--- src/rtl/lsu_mem_ctrl.sv ---
// Load/store sequencer in front of an 8-word registered-read data memory.
// Optional request counters are enabled by defining LSU_STATS_EN.
module lsu_mem_ctrl #(
   parameter int DATA_W = 8,
   parameter int ADDR_W = 4,
   parameter int DEPTH  = 8
) (
   input  logic                     clk,
   input  logic                     clr,
   input  logic                     req_valid,
   output logic                     req_ready,
   input  logic                     req_we,
   input  logic        [ADDR_W-1:0] req_addr,
   input  logic signed [DATA_W-1:0] req_wdata,
   output logic                     rsp_valid,
   input  logic                     rsp_ready,
   output logic signed [DATA_W-1:0] rsp_rdata,
   output logic                     rsp_err,
   output logic                     mem_rw,
   output logic        [ADDR_W-1:0] mem_address,
   output logic signed [DATA_W-1:0] mem_data_in,
   input  logic signed [DATA_W-1:0] mem_data_out,
   input  logic                     mem_out_valid
`ifdef LSU_STATS_EN
   ,
   output logic              [7:0] stat_loads,
   output logic              [7:0] stat_stores,
   output logic              [7:0] stat_errs
`endif
);

   typedef enum logic [1:0] {IDLE, ISSUE, CAPT, RESP} state_t;

   localparam logic [ADDR_W:0] DEPTH_C = (ADDR_W+1)'(DEPTH);

   state_t                     state;
   logic                       lat_we;
   logic        [ADDR_W-1:0]   lat_addr;
   logic signed [DATA_W-1:0]   lat_wdata;
   logic                       xfer;
   logic                       in_range;

   assign req_ready   = (state == IDLE) && !clr;
   assign xfer        = req_valid && req_ready;
   assign in_range    = ({1'b0, req_addr} < DEPTH_C);
   assign mem_address = lat_addr;
   assign mem_data_in = lat_wdata;

   // mem_rw is registered so it is high exactly for the ISSUE cycle of a store.
   always_ff @(posedge clk) begin
      if (clr) begin
         state     <= IDLE;
         rsp_valid <= 1'b0;
         rsp_err   <= 1'b0;
         rsp_rdata <= '0;
         lat_we    <= 1'b0;
         lat_addr  <= '0;
         lat_wdata <= '0;
         mem_rw    <= 1'b0;
      end else begin
         case (state)
            IDLE: begin
               if (xfer) begin
                  lat_we    <= req_we;
                  lat_addr  <= req_addr;
                  lat_wdata <= req_wdata;
                  if (!in_range) begin
                     rsp_err   <= 1'b1;
                     rsp_rdata <= '0;
                     rsp_valid <= 1'b1;
                     state     <= RESP;
                  end else begin
                     mem_rw <= req_we;
                     state  <= ISSUE;
                  end
               end
            end
            ISSUE: begin
               mem_rw <= 1'b0;
               if (lat_we) begin
                  rsp_err   <= 1'b0;
                  rsp_rdata <= '0;
                  rsp_valid <= 1'b1;
                  state     <= RESP;
               end else begin
                  state <= CAPT;
               end
            end
            CAPT: begin
               rsp_rdata <= mem_data_out;
               rsp_err   <= ~mem_out_valid;
               rsp_valid <= 1'b1;
               state     <= RESP;
            end
            RESP: begin
               if (rsp_ready) begin
                  rsp_valid <= 1'b0;
                  state     <= IDLE;
               end
            end
            default: state <= IDLE;
         endcase
      end
   end

`ifdef LSU_STATS_EN
   logic done;
   assign done = (state == RESP) && rsp_ready;

   // Counters advance on the response handshake and saturate at 255.
   always_ff @(posedge clk) begin
      if (clr) begin
         stat_loads  <= '0;
         stat_stores <= '0;
         stat_errs   <= '0;
      end else if (done) begin
         if (rsp_err) begin
            if (stat_errs != 8'hFF) stat_errs <= stat_errs + 8'd1;
         end else if (lat_we) begin
            if (stat_stores != 8'hFF) stat_stores <= stat_stores + 8'd1;
         end else begin
            if (stat_loads != 8'hFF) stat_loads <= stat_loads + 8'd1;
         end
      end
   end
`endif

endmodule

--- config.mk ---
export PLATFORM = sky130hd
export DESIGN_NAME = lsu_mem_ctrl
export DESIGN_NICKNAME = d
export VERILOG_FILES = /design/src/rtl/lsu_mem_ctrl.sv
export SDC_FILE = /design/constraint.sdc
export NUM_CORES = 1
export LEC_CHECK = 0
export ABC_CLOCK_PERIOD_IN_PS = 2060
export BUFFER_PORTS_ARGS = -buffer_cell sky130_fd_sc_hd__buf_2
export CAP_MARGIN = 40
export CORE_UTILIZATION = 47
export CTS_CLUSTER_DIAMETER = 150
export DETAILED_ROUTE_END_ITERATION = 10
export GPL_TIMING_DRIVEN = 0
export HOLD_SLACK_MARGIN = 0.05
export PLACE_DENSITY = 0.81
export SLEW_MARGIN = 40
export SYNTH_ARGS = -nofsm -noshare
export SYNTH_HDL_FRONTEND = slang
export SYNTH_SLANG_ARGS = --single-unit
--- constraint.sdc ---
create_clock -name clk -period 2.06 [get_ports clk]
set_input_delay 0.412 -clock clk [delete_from_list [all_inputs] [get_ports clk]]
set_output_delay 0.412 -clock clk [all_outputs]
set_load 0.1 [all_outputs]
; ---- Word-level counts from Yosys, hierarchy flattened
; Cells that the tools add are included.
[classes]
addsub = 0
n_mul = 0
n_div = 0
n_lt_le_gt_ge = 1
n_eq_ne = 8
n_shift = 0
mux = 19
n_bitwise = 1
n_reduce_logical = 11
[op_table]
columns = cell, count
row1 = $mux W8, 3
row2 = $pmux W8 S3, 1
row3 = $ne A2 B2 Y1 const B, 5
row4 = $mux W1, 8
row5 = $pmux W2 S4, 1
row6 = $reduce_and A4 Y1, 2
row7 = $mux W2, 3
row8 = $eq A2 B2 Y1 const B, 2
row9 = $lt A4 B4 Y1 const B, 1
row10 = $pmux W1 S4, 1
row11 = $reduce_and A2 Y1, 2
row12 = $pmux W1 S3, 1
row13 = $reduce_and A3 Y1, 1
row14 = $reduce_bool A3 Y1, 1
row15 = $eq A2 B1 Y1 const B, 1
row16 = $logic_and A1 B1 Y1, 2
row17 = $logic_not A2 Y1, 1
row18 = $pmux W1 S2, 1
row19 = $reduce_bool A2 Y1, 1
row20 = $logic_not A1 Y1, 1
row21 = $not A1 Y1, 1
[word_totals]
register_bits = 26
latch_bits = 0
ram_bits = 0
rom_bits = 0
in_bits = 26
output_inout_bits = 24
memories = 0

; ---- Longest topological paths before layout
; Gate-level depths: netlist of the first run.
[logic_depth]
ltp_word = 5
depth_mapped = 7
depth_no_buf = 5

; ---- Worst setup path before layout of the first run
; Ideal clock, no wire load.
[synth_path]
path_kind = register to output
startpoint = reg state[0]
endpoint = out req_ready
arrival_time_ns = 2.107
setup_slack_ns = -0.459
path_stages_with_launch = 6
path_cell_list = dfxtp_1 > inv_1 > ha_1 > buf_2 > inv_1 > nor2_1
[synth_via]
elab_chain_len = 2
[synth_rtl]
columns = item, line
row1 = from (decl), 36  ; state_t state;
row2 = from (signal assigned), 52  ; state <= IDLE;
row3 = from (signal assigned), 71  ; state <= RESP;
row4 = from (signal assigned), 74  ; state <= ISSUE;
row5 = $logic_not A2 Y1, 43  ; assign req_ready = (state == IDLE) && !clr;
row6 = $logic_and A1 B1 Y1, 43
row7 = to (decl), 11  ; output logic req_ready,
; Every way passes these cells.

; ---- Final worst setup path of the first run
[layout_path]
startpoint = reg state[1]
endpoint = out req_ready
; The elaborated chain is that of the path after synthesis.

==> results of run 1 <==
## registers in the layout (all words and copies together), names as in the netlist
name,cells
mem_data_in,8
rsp_rdata,8
mem_address,4
state,2
lat_we,1
mem_rw,1
rsp_err,1
rsp_valid,1
## synthesized netlist by cell type
cell type	instances
nand2_1	37
dfxtp_1	26
o21ai_0	13
mux2i_1	10
inv_1	6
nand3_1	6
buf_2	5
ha_1	5
a211oi_1	4
nor2_1	3
buf_6	2
clkbuf_1	2
nor2b_1	2
a2111o_1	1
a2111oi_0	1
a211o_1	1
a211oi_2	1
a21o_1	1
a21oi_1	1
and2b_2	1
and3b_2	1
buf_4	1
mux2_2	1
nand2b_1	1
nand2b_4	1
nand3b_4	1
nand4b_1	1
o211ai_1	1
o311ai_0	1
## worst max-delay path, cell delays in order (launching register included)
cell and delay, ns:
dfxtp_2 0.37, inv_1 0.11, ha_2 0.22, buf_6 0.14, inv_1 0.09, nor2_4 0.13, buf_12 0.18
## where the power goes
part | internal, mW | switching, mW
clock | 0.197 | 0.147
combinational | 0.378 | 1.02
sequential | 0.610 | 0.0634
total | 1.18 | 1.23
## worst max-delay path by stage
stage	start	end	slack, ns	cells past startpoint
detailed placement	state[0]	req_ready	0.14	6
floorplan	state[0]	req_ready	0.28	5
finish	state[1]	req_ready	0.11	6
global route	state[1]	req_ready	-0.002	6
CTS	state[0]	req_ready	0.02	6
global placement	state[0]	req_ready	0.18	6
## final cells by class
class / count / share of cell area (%)
Sequential cell: 26 / 33.2
Clock buffer: 3 / 1.43
Clock inverter: 1 / 1.91
Buffer: 10 / 4.38
Multi-Input combinational cell: 95 / 38.8
Tap cell: 28 / 2.23
Inverter: 6 / 1.43
Timing Repair Buffer: 49 / 16.6
## logic make-up (layout without fill, tap and decap cells)
logic type,Yosys count,count (layout)
flops,26,26
compound gates,25,25
simple gates,54,54
buf+inv,16,69
mux,11,11
fa+ha+maj,5,5
## timing repair
| item | 4_1_cts | 5_1_grt |
|---|---|---|
| endpoints found under the setup margin | 1 | 1 |
| cloned | 0 | 0 |
| hold endpoints to repair | 0 | 0 |
| resized for setup | 4 | 5 |
## layer usage
layer	track usage [%]	part of all wire, %
met5	0	0
met4	6.58	1.4
met3	3.77	4.5
met2	40.1	51
met1	23.0	43
==> flow_summary_export.csv, run 1 <==
group,metric,value,unit
status,outcome,"completed",
grt,grt_pass1_vias,1048,
timing,worst_pin_slew,0.463,ns
floorplanning,die_h,52.6,um
timing,min_period,1.95,ns
clock_network,clockBufferDepth,2,
clock_network,clk_pin_slew_worst_paths,0.14,ns
worst_hold_path,hold_path.class,"input pin to flop",
timing,fin_ws,0.109,ns
worst_hold_path,hold_depth,3,
synthesis,synth.avg_cell_area,8.79,sq um
clock_network,root_buffer,"clkbuf_4",
route,drt.antenna.violating_nets,0,
synthesis,synth_nets,168,
clock_network,cts_sinks,26,
cells_and_area,final_util,67.7,%
critical_path,r2r_slack,0.46,ns
floorplanning,num_rows,17,
synthesis,synth-xor-area-share,0,%
grt,grt_pass1_wl,4.31,mm
clock_network,post-cts-setup-buffer-count,0,
critical_path,r2r_start,"state[1]",
route,drc,0,
cells_and_area,area_growth,30.3,%
cells_and_area,multiInputGateArea,609,sq um
power,p_per_area,1540,nW/um^2
cells_and_area,register_area,522,sq um
power,p_leak,0.761,nW
critical_path,critPathMaxFanout,10,
synthesis,synth.area.top_cells,"dfxtp_1, nand2_1, mux2i_1",
worst_hold_path,min_to,"mem_data_in[3]",
cells_and_area,mostFrequentLayoutCell,"buf_2",
route,wl_per_cell,12.5,um
synthesis,ys_seq_area_share,43.2,%
floorplanning,die-area,2770,sq um
grt,antenna_found_initial,0,
cells_and_area,n_antenna_cell,0,
synthesis,synth_top_family_by_area,"simple AND/OR/NAND/NOR gates",
clock_network,cts_buffers,3,
synthesis,synthSimpleGateAreaFrac,21.6,%
critical_path,crit_path_end_kind,"primary output",
synthesis,muxShareOfSynthArea,9.24,%
timing,fin_tns_setup,0,ns
cells_and_area,stdcell_area,1570,sq um
place,pre_cts_ws,0.144,ns
floorplanning,io-pin-count,50,
route,routed_via_density,5.17,
critical_path,reg2reg_to,"mem_rw",
synthesis,yosysWarnings,0,
floorplanning,core,2320,sq um
route,wl,2.73,mm
cells_and_area,layout-drive-gt1-share,37.4,%
power,total_power,2.42,mW
run,maxCapViolCount,0,
critical_path,critPathArrivalTime,1.54,ns
critical_path,crit_path_start_kind,"flop",
cells_and_area,fillCellCount,201,
place,dp_hpwl,2.03,mm
worst_hold_path,min_from,"req_wdata[3]",
synthesis,ys_types,29,
timing,maxSlewHeadroom,68.8,%
synthesis,synth.largest_area_cell,"dfxtp_1",
cells_and_area,mostFrequentLayoutCells,"buf_2, nand2_1, dfxtp_1",
synthesis,synth_compound_area_share,13.7,%
place,dp_cells,214,
power,max-vdd-ir-drop,1.21,mV
critical_path,r2r_cells,6,
grt,track_usage,21.0,%
clock_network,cts_tree,"built",
route,drt_iter0_markers,12,
cells_and_area,stdcell_count,218,
synthesis,synth_seq_cells,26,
timing,drv_slew,0,
synthesis,synthCells,137,
grt,grt_max_degree,16,
cells_and_area,nNetsFinal,222,
floorplanning,start_util,52.0,%
timing,setup_violations,0,
timing,finClkSkew,0.00689,ns
clock_network,htree_levels,1,
critical_path,setup.worst_path.class,"flop to primary output",
clock_network,hold_buffers,0,
place,numPortBuffers,49,
timing,hold_ws,0.275,ns
place,place.gp.congestion,0.757,
synthesis,synth_area,1200,sq um
synthesis,synth_fa_ha_area_share,5.19,%
timing,finalCritPeriodShare,94.7,%
place,placed_area,1490,sq um
grt,grt-ovfl-total,0,
timing,hold_viol,0,
timing,fmax,512,MHz
synthesis,netlist.area_leader.share,43.2,%
clock_network,clock_latency,0.32,ns
critical_path,cp.required,1.65,ns
route,first_pass_iters,4,
floorplanning,die_w,52.6,um
route,vias,1127,
No activity file was read; power rests on OpenSTA's default activity.
==> run 2: changes to the inputs <==
ABC_AREA = 1   (was default)
CORE_UTILIZATION = 46   (was 47)
PLACE_DENSITY = 0.8   (was 0.81)
==> run 2 against run 1 <==
  * First-iteration DRC count is 67% higher
  * Hold slack lost 0.0043 ns
  * Wire length decreased by 9.0%
  * Non-clock buffer count down 3
  * Register-to-register slack worse by 0.04 ns
  * Critical endpoint unchanged
  * Critical path type unchanged
  * Highest routed layer unchanged
  * Sequential share of layout area up 0.70 points
  * Fmax rose by 1.6%
==> flow_summary_export.csv, run 2 <==
group,metric,value,unit
status,outcome,"completed",
place,place.gp.congestion,0.823,
timing,finalCritPeriodShare,93.2,%
synthesis,synthCells,173,
route,routed_via_density,4.67,
critical_path,cp.required,1.65,ns
critical_path,critPathArrivalTime,1.51,ns
synthesis,ys.flop_type,"dfxtp_1",
route,drc,0,
clock_network,clock_latency,0.32,ns
floorplanning,num_rows,18,
clock_network,cts_buffers,3,
run,maxCapViolCount,0,
clock_network,clockBufferDepth,2,
floorplanning,core,2450,sq um
floorplanning,die-area,2780,sq um
timing,min_period,1.92,ns
critical_path,r2r_slack,0.42,ns
cells_and_area,mostFrequentLayoutCells,"nand2_1, buf_2, dfxtp_1",
cells_and_area,n_antenna_cell,0,
synthesis,synth_area,1180,sq um
floorplanning,die_w,52.8,um
timing,fin_tns_setup,0,ns
critical_path,crit_path_end_kind,"primary output",
critical_path,crit_path_start_kind,"flop",
worst_hold_path,min_from,"req_wdata[4]",
critical_path,reg2reg_to,"rsp_rdata[3]",
worst_hold_path,hold_path.class,"input pin to flop",
grt,grt_pass1_vias,998,
floorplanning,io-pin-count,50,
synthesis,synth_seq_cells,26,
timing,worst_pin_slew,0.492,ns
grt,antenna_found_initial,0,
cells_and_area,mostFrequentLayoutCell,"nand2_1",
synthesis,ys_seq_area_share,43.9,%
grt,grt_max_degree,16,
synthesis,netlist.area_leader.share,43.9,%
place,numPortBuffers,49,
floorplanning,start_util,48.3,%
clock_network,root_buffer,"clkbuf_4",
timing,fmax,521,MHz
synthesis,synth_nets,204,
timing,maxSlewHeadroom,67.5,%
clock_network,post-cts-setup-buffer-count,0,
route,drt_iter0_markers,20,
critical_path,r2r_start,"state[1]",
place,dp_hpwl,1.86,mm
clock_network,cts_sinks,26,
worst_hold_path,hold_depth,3,
synthesis,yosysWarnings,0,
synthesis,async_flop_share,0,%
cells_and_area,layout-drive-gt1-share,28.3,%
grt,grt_pass1_wl,3.98,mm
cells_and_area,nNetsFinal,258,
worst_hold_path,min_to,"mem_data_in[4]",
synthesis,ys_types,17,
synthesis,synth.largest_area_cell,"dfxtp_1",
timing,hold_viol,0,
synthesis,synth.top_cells.by_count,"nand2_1, dfxtp_1, nand3_1",
timing,rsz0062_at_grt,"false",
clock_network,htree_levels,1,
synthesis,yosysMostFrequentCell,"nand2_1",
clock_network,clk_pin_slew_worst_paths,0.14,ns
route,first_pass_iters,4,
grt,track_usage,19.3,%
synthesis,synth.area.top_cells,"dfxtp_1, nand2_1, nand3_1",
clock_network,cts_tree,"built",
critical_path,setup.worst_path.class,"flop to primary output",
floorplanning,die_h,52.8,um
route,vias,1195,
route,drt.antenna.violating_nets,0,
synthesis,synth_edf_count,0,
grt,grt-ovfl-total,0,
critical_path,critPathMaxFanout,6,
synthesis,synth.avg_cell_area,6.85,sq um
critical_path,r2r_cells,9,
route,wl_per_cell,9.70,um
cells_and_area,area_growth,29.5,%
timing,finClkSkew,0.00175,ns
timing,drv_slew,0,
cells_and_area,fillCellCount,242,
route,wl,2.48,mm
timing,setup_violations,0,
## run 2: timing repair
action,in CTS,in global routing
hold buffers,0,0
setup endpoints to repair,1,1
resized for setup,1,2
## run 2: cell type report
class	count	area (sq um)	share of cell area [%]
flip-flops and latches	26	520	33.9
plain buffers	7	31.3	2.04
multi-input cells	123	577	37.6
inverters	17	63.8	4.16
repair buffers	49	251	16.4
well taps	30	37.5	2.45
clock buffers	3	22.5	1.47
clock inverters	1	30.0	1.96
## run 2: cell families after synthesis
family          Yosys count  synth area share (%)
compound gates           17                  7.18
fa+ha+maj                 5                  5.28
buf+inv                  24                  8.03
flops                    26                  43.9
simple gates            101                  35.6
## run 2: critical path, cell delays in order (launching register included)
cell and delay [ns]:
dfxtp_1 0.40, inv_1 0.12, ha_2 0.25, inv_2 0.08, nor2_4 0.11, buf_6 0.23
## run 2: layer usage
metal  track usage [%]  vias to the layer above  share of wire, %
met3              3.19                        4               5.6
met1              25.1                      502                47
met5                 0                        -                 0
li1                  -                      651                 -
met4              7.89                        0               1.2
met2              31.2                       38                46
## run 2: through the flow
| step | hold slack, ns | setup WS [ns] | util (%) | cells | area, sq um |
|---|---|---|---|---|---|
| after floorplan | 0.481 | 0.178 | - | 173 | 1190 |
| after global placement | 0.451 | 0.280 | 60.0 | 252 | 1470 |
| after detailed placement | 0.455 | 0.272 | 60.0 | 252 | 1470 |
| after CTS | 0.262 | 0.0209 | 62.2 | 256 | 1530 |
| after global routing | 0.264 | 0.0358 | 62.5 | 256 | 1530 |
| final | 0.271 | 0.139 | 62.5 | 256 | 1530 |
## run 2: how the worst max path moves through the flow
stage,cells after the start,slack [ns],to,from
4_1_cts,5,0.02,req_ready,state[0]
5_1_grt,5,0.04,req_ready,state[0]
3_3_place_gp,5,0.28,req_ready,state[0]
3_5_place_dp,5,0.27,req_ready,state[0]
6_report,5,0.14,req_ready,state[0]
2_1_floorplan,8,0.18,mem_address[0],state[0]
Power of run 2 is left out: the tool's default activity adds up to more than one toggle a clock period on the data nets, which glitch-free logic cannot reach.
==> run 3: changes to the inputs <==
CELL_PAD_IN_SITES_DETAIL_PLACEMENT = 2   (was default)
CELL_PAD_IN_SITES_GLOBAL_PLACEMENT = 2   (was default)
CORE_UTILIZATION = 24   (was 46)
PLACE_DENSITY = 0.81   (was 0.8)
==> run 3 against run 2 <==
  * Global-route usage down 4.7 points
  * Clock skew decreased by 0.0011 ns
  * Utilization is 29 points lower
  * Sequential share of layout area decreased by 1.4 points
  * Fmax is 0.92% higher
  * Die area grew 88%
  * First-iteration DRC count grew 25%
  * Non-clock buffer count unchanged
==> flow_summary_export.csv, run 3 (same netlist as run 2, synthesis figures left out) <==
group,metric,value,unit
timing,finalCritPeriodShare,92.4,%
grt,grt_pass1_vias,1312,
floorplanning,die-area,5220,sq um
critical_path,critPathMaxFanout,6,
clock_network,cts_sinks,26,
floorplanning,io-pin-count,50,
cells_and_area,fillCellCount,603,
route,vias,1282,
grt,grt-ovfl-total,0,
route,wl_per_cell,11.8,um
route,first_pass_iters,4,
grt,use_met2,26.3,%
timing,rsz0062_at_grt,"false",
critical_path,r2r_slack,0.31,ns
place,numPortBuffers,49,
timing,setup_violations,0,
grt,grt_pass1_wl,5.90,mm
cells_and_area,layout-drive-gt1-share,28.3,%
clock_network,clock_latency,0.27,ns
floorplanning,num_rows,25,
cells_and_area,mostFrequentLayoutCells,"nand2_1, buf_2, dfxtp_1",
floorplanning,die_w,72.3,um
timing,fmax,525,MHz
critical_path,crit_path_end_kind,"primary output",
critical_path,critPathArrivalTime,1.49,ns
floorplanning,start_util,25.1,%
critical_path,setup.worst_path.class,"flop to primary output",
clock_network,cts_tree,"built",
route,wl,3.46,mm
route,drc,0,
grt,met3_usage,2.64,%
timing,worst_pin_slew,0.497,ns
clock_network,cts_buffers,3,
cells_and_area,area_growth,35.0,%
timing,drv_slew,0,
critical_path,cp.required,1.65,ns
clock_network,clk_pin_slew_worst_paths,0.10,ns
clock_network,post-cts-setup-buffer-count,0,
route,routed_via_density,4.38,
route,drt.antenna.violating_nets,0,
timing,maxSlewHeadroom,67.1,%
clock_network,root_buffer,"clkbuf_8",
clock_network,htree_levels,1,
grt,grt_util_met1,17.5,%
timing,finClkSkew,0.000682,ns
cells_and_area,mostFrequentLayoutCell,"nand2_1",
status,outcome,"completed",
timing,min_period,1.90,ns
floorplanning,core,4720,sq um
clock_network,clockBufferDepth,2,
grt,antenna_found_initial,0,
grt,grt_max_degree,16,
timing,fin_tns_setup,0,ns
floorplanning,die_h,72.3,um
cells_and_area,nNetsFinal,258,
run,maxCapViolCount,0,
grt,top_usage_layer,"met2",
grt,track_usage,14.6,%
critical_path,crit_path_start_kind,"flop",
worst_hold_path,hold_path.class,"input pin to flop",
place,dp_hpwl,2.76,mm
route,drt_iter0_markers,25,
cells_and_area,n_antenna_cell,0,
place,place.gp.congestion,0.778,
timing,hold_viol,0,
run 3: critical path, cell delays in order, from the launching register on:
cell and delay (ns):
dfxtp_1 0.39, inv_1 0.13, ha_2 0.25, inv_2 0.09, nor2_4 0.11, buf_6 0.24
run 3: final timing paths:
kind,end,depth (start not counted),from
worst max-delay path,req_ready,5,state[0]
worst min-delay path,mem_data_in[6],3,req_wdata[6]
worst max register to register,rsp_rdata[4],9,state[1]
worst min register to register,mem_data_in[5],2,mem_data_in[5]
run 3: area by class of cell:
type	count	area [sq um]	area share, %
inverter	17	63.8	3.99
clock buffer	3	41.3	2.58
clock inverter	1	30.0	1.88
multi-input combinational	123	577	36.1
timing repair buffer	49	251	15.7
buffer	7	31.3	1.96
tap	67	83.8	5.24
sequential	26	520	32.6
run 3: per-layer routing:
layer / routed length [um] / vias up
li1: - / 649
met1: 1520 / 598
met2: 1760 / 33
met3: 153 / 2
met4: 31 / 0
met5: 0 / -
run 3: through the flow:
step | util (%) | cells | hold WS, ns | area [sq um] | setup slack [ns]
global route | 33.9 | 293 | 0.320 | 1600 | 0.00496
detailed placement | 32.2 | 289 | 0.457 | 1520 | 0.215
floorplan | - | 173 | 0.481 | 1190 | 0.178
CTS | 33.7 | 293 | 0.322 | 1590 | 0.0302
finish | 33.9 | 293 | 0.325 | 1600 | 0.157
global placement | 32.2 | 289 | 0.451 | 1520 | 0.244
run 3: repair_timing:
action / CTS / global route
hold buffers: 0 / 0
endpoints found under the setup margin: 1 / 1
pin swaps: 0 / 0
resized for setup: 1 / 2
Power of run 3 is left out for the same reason.
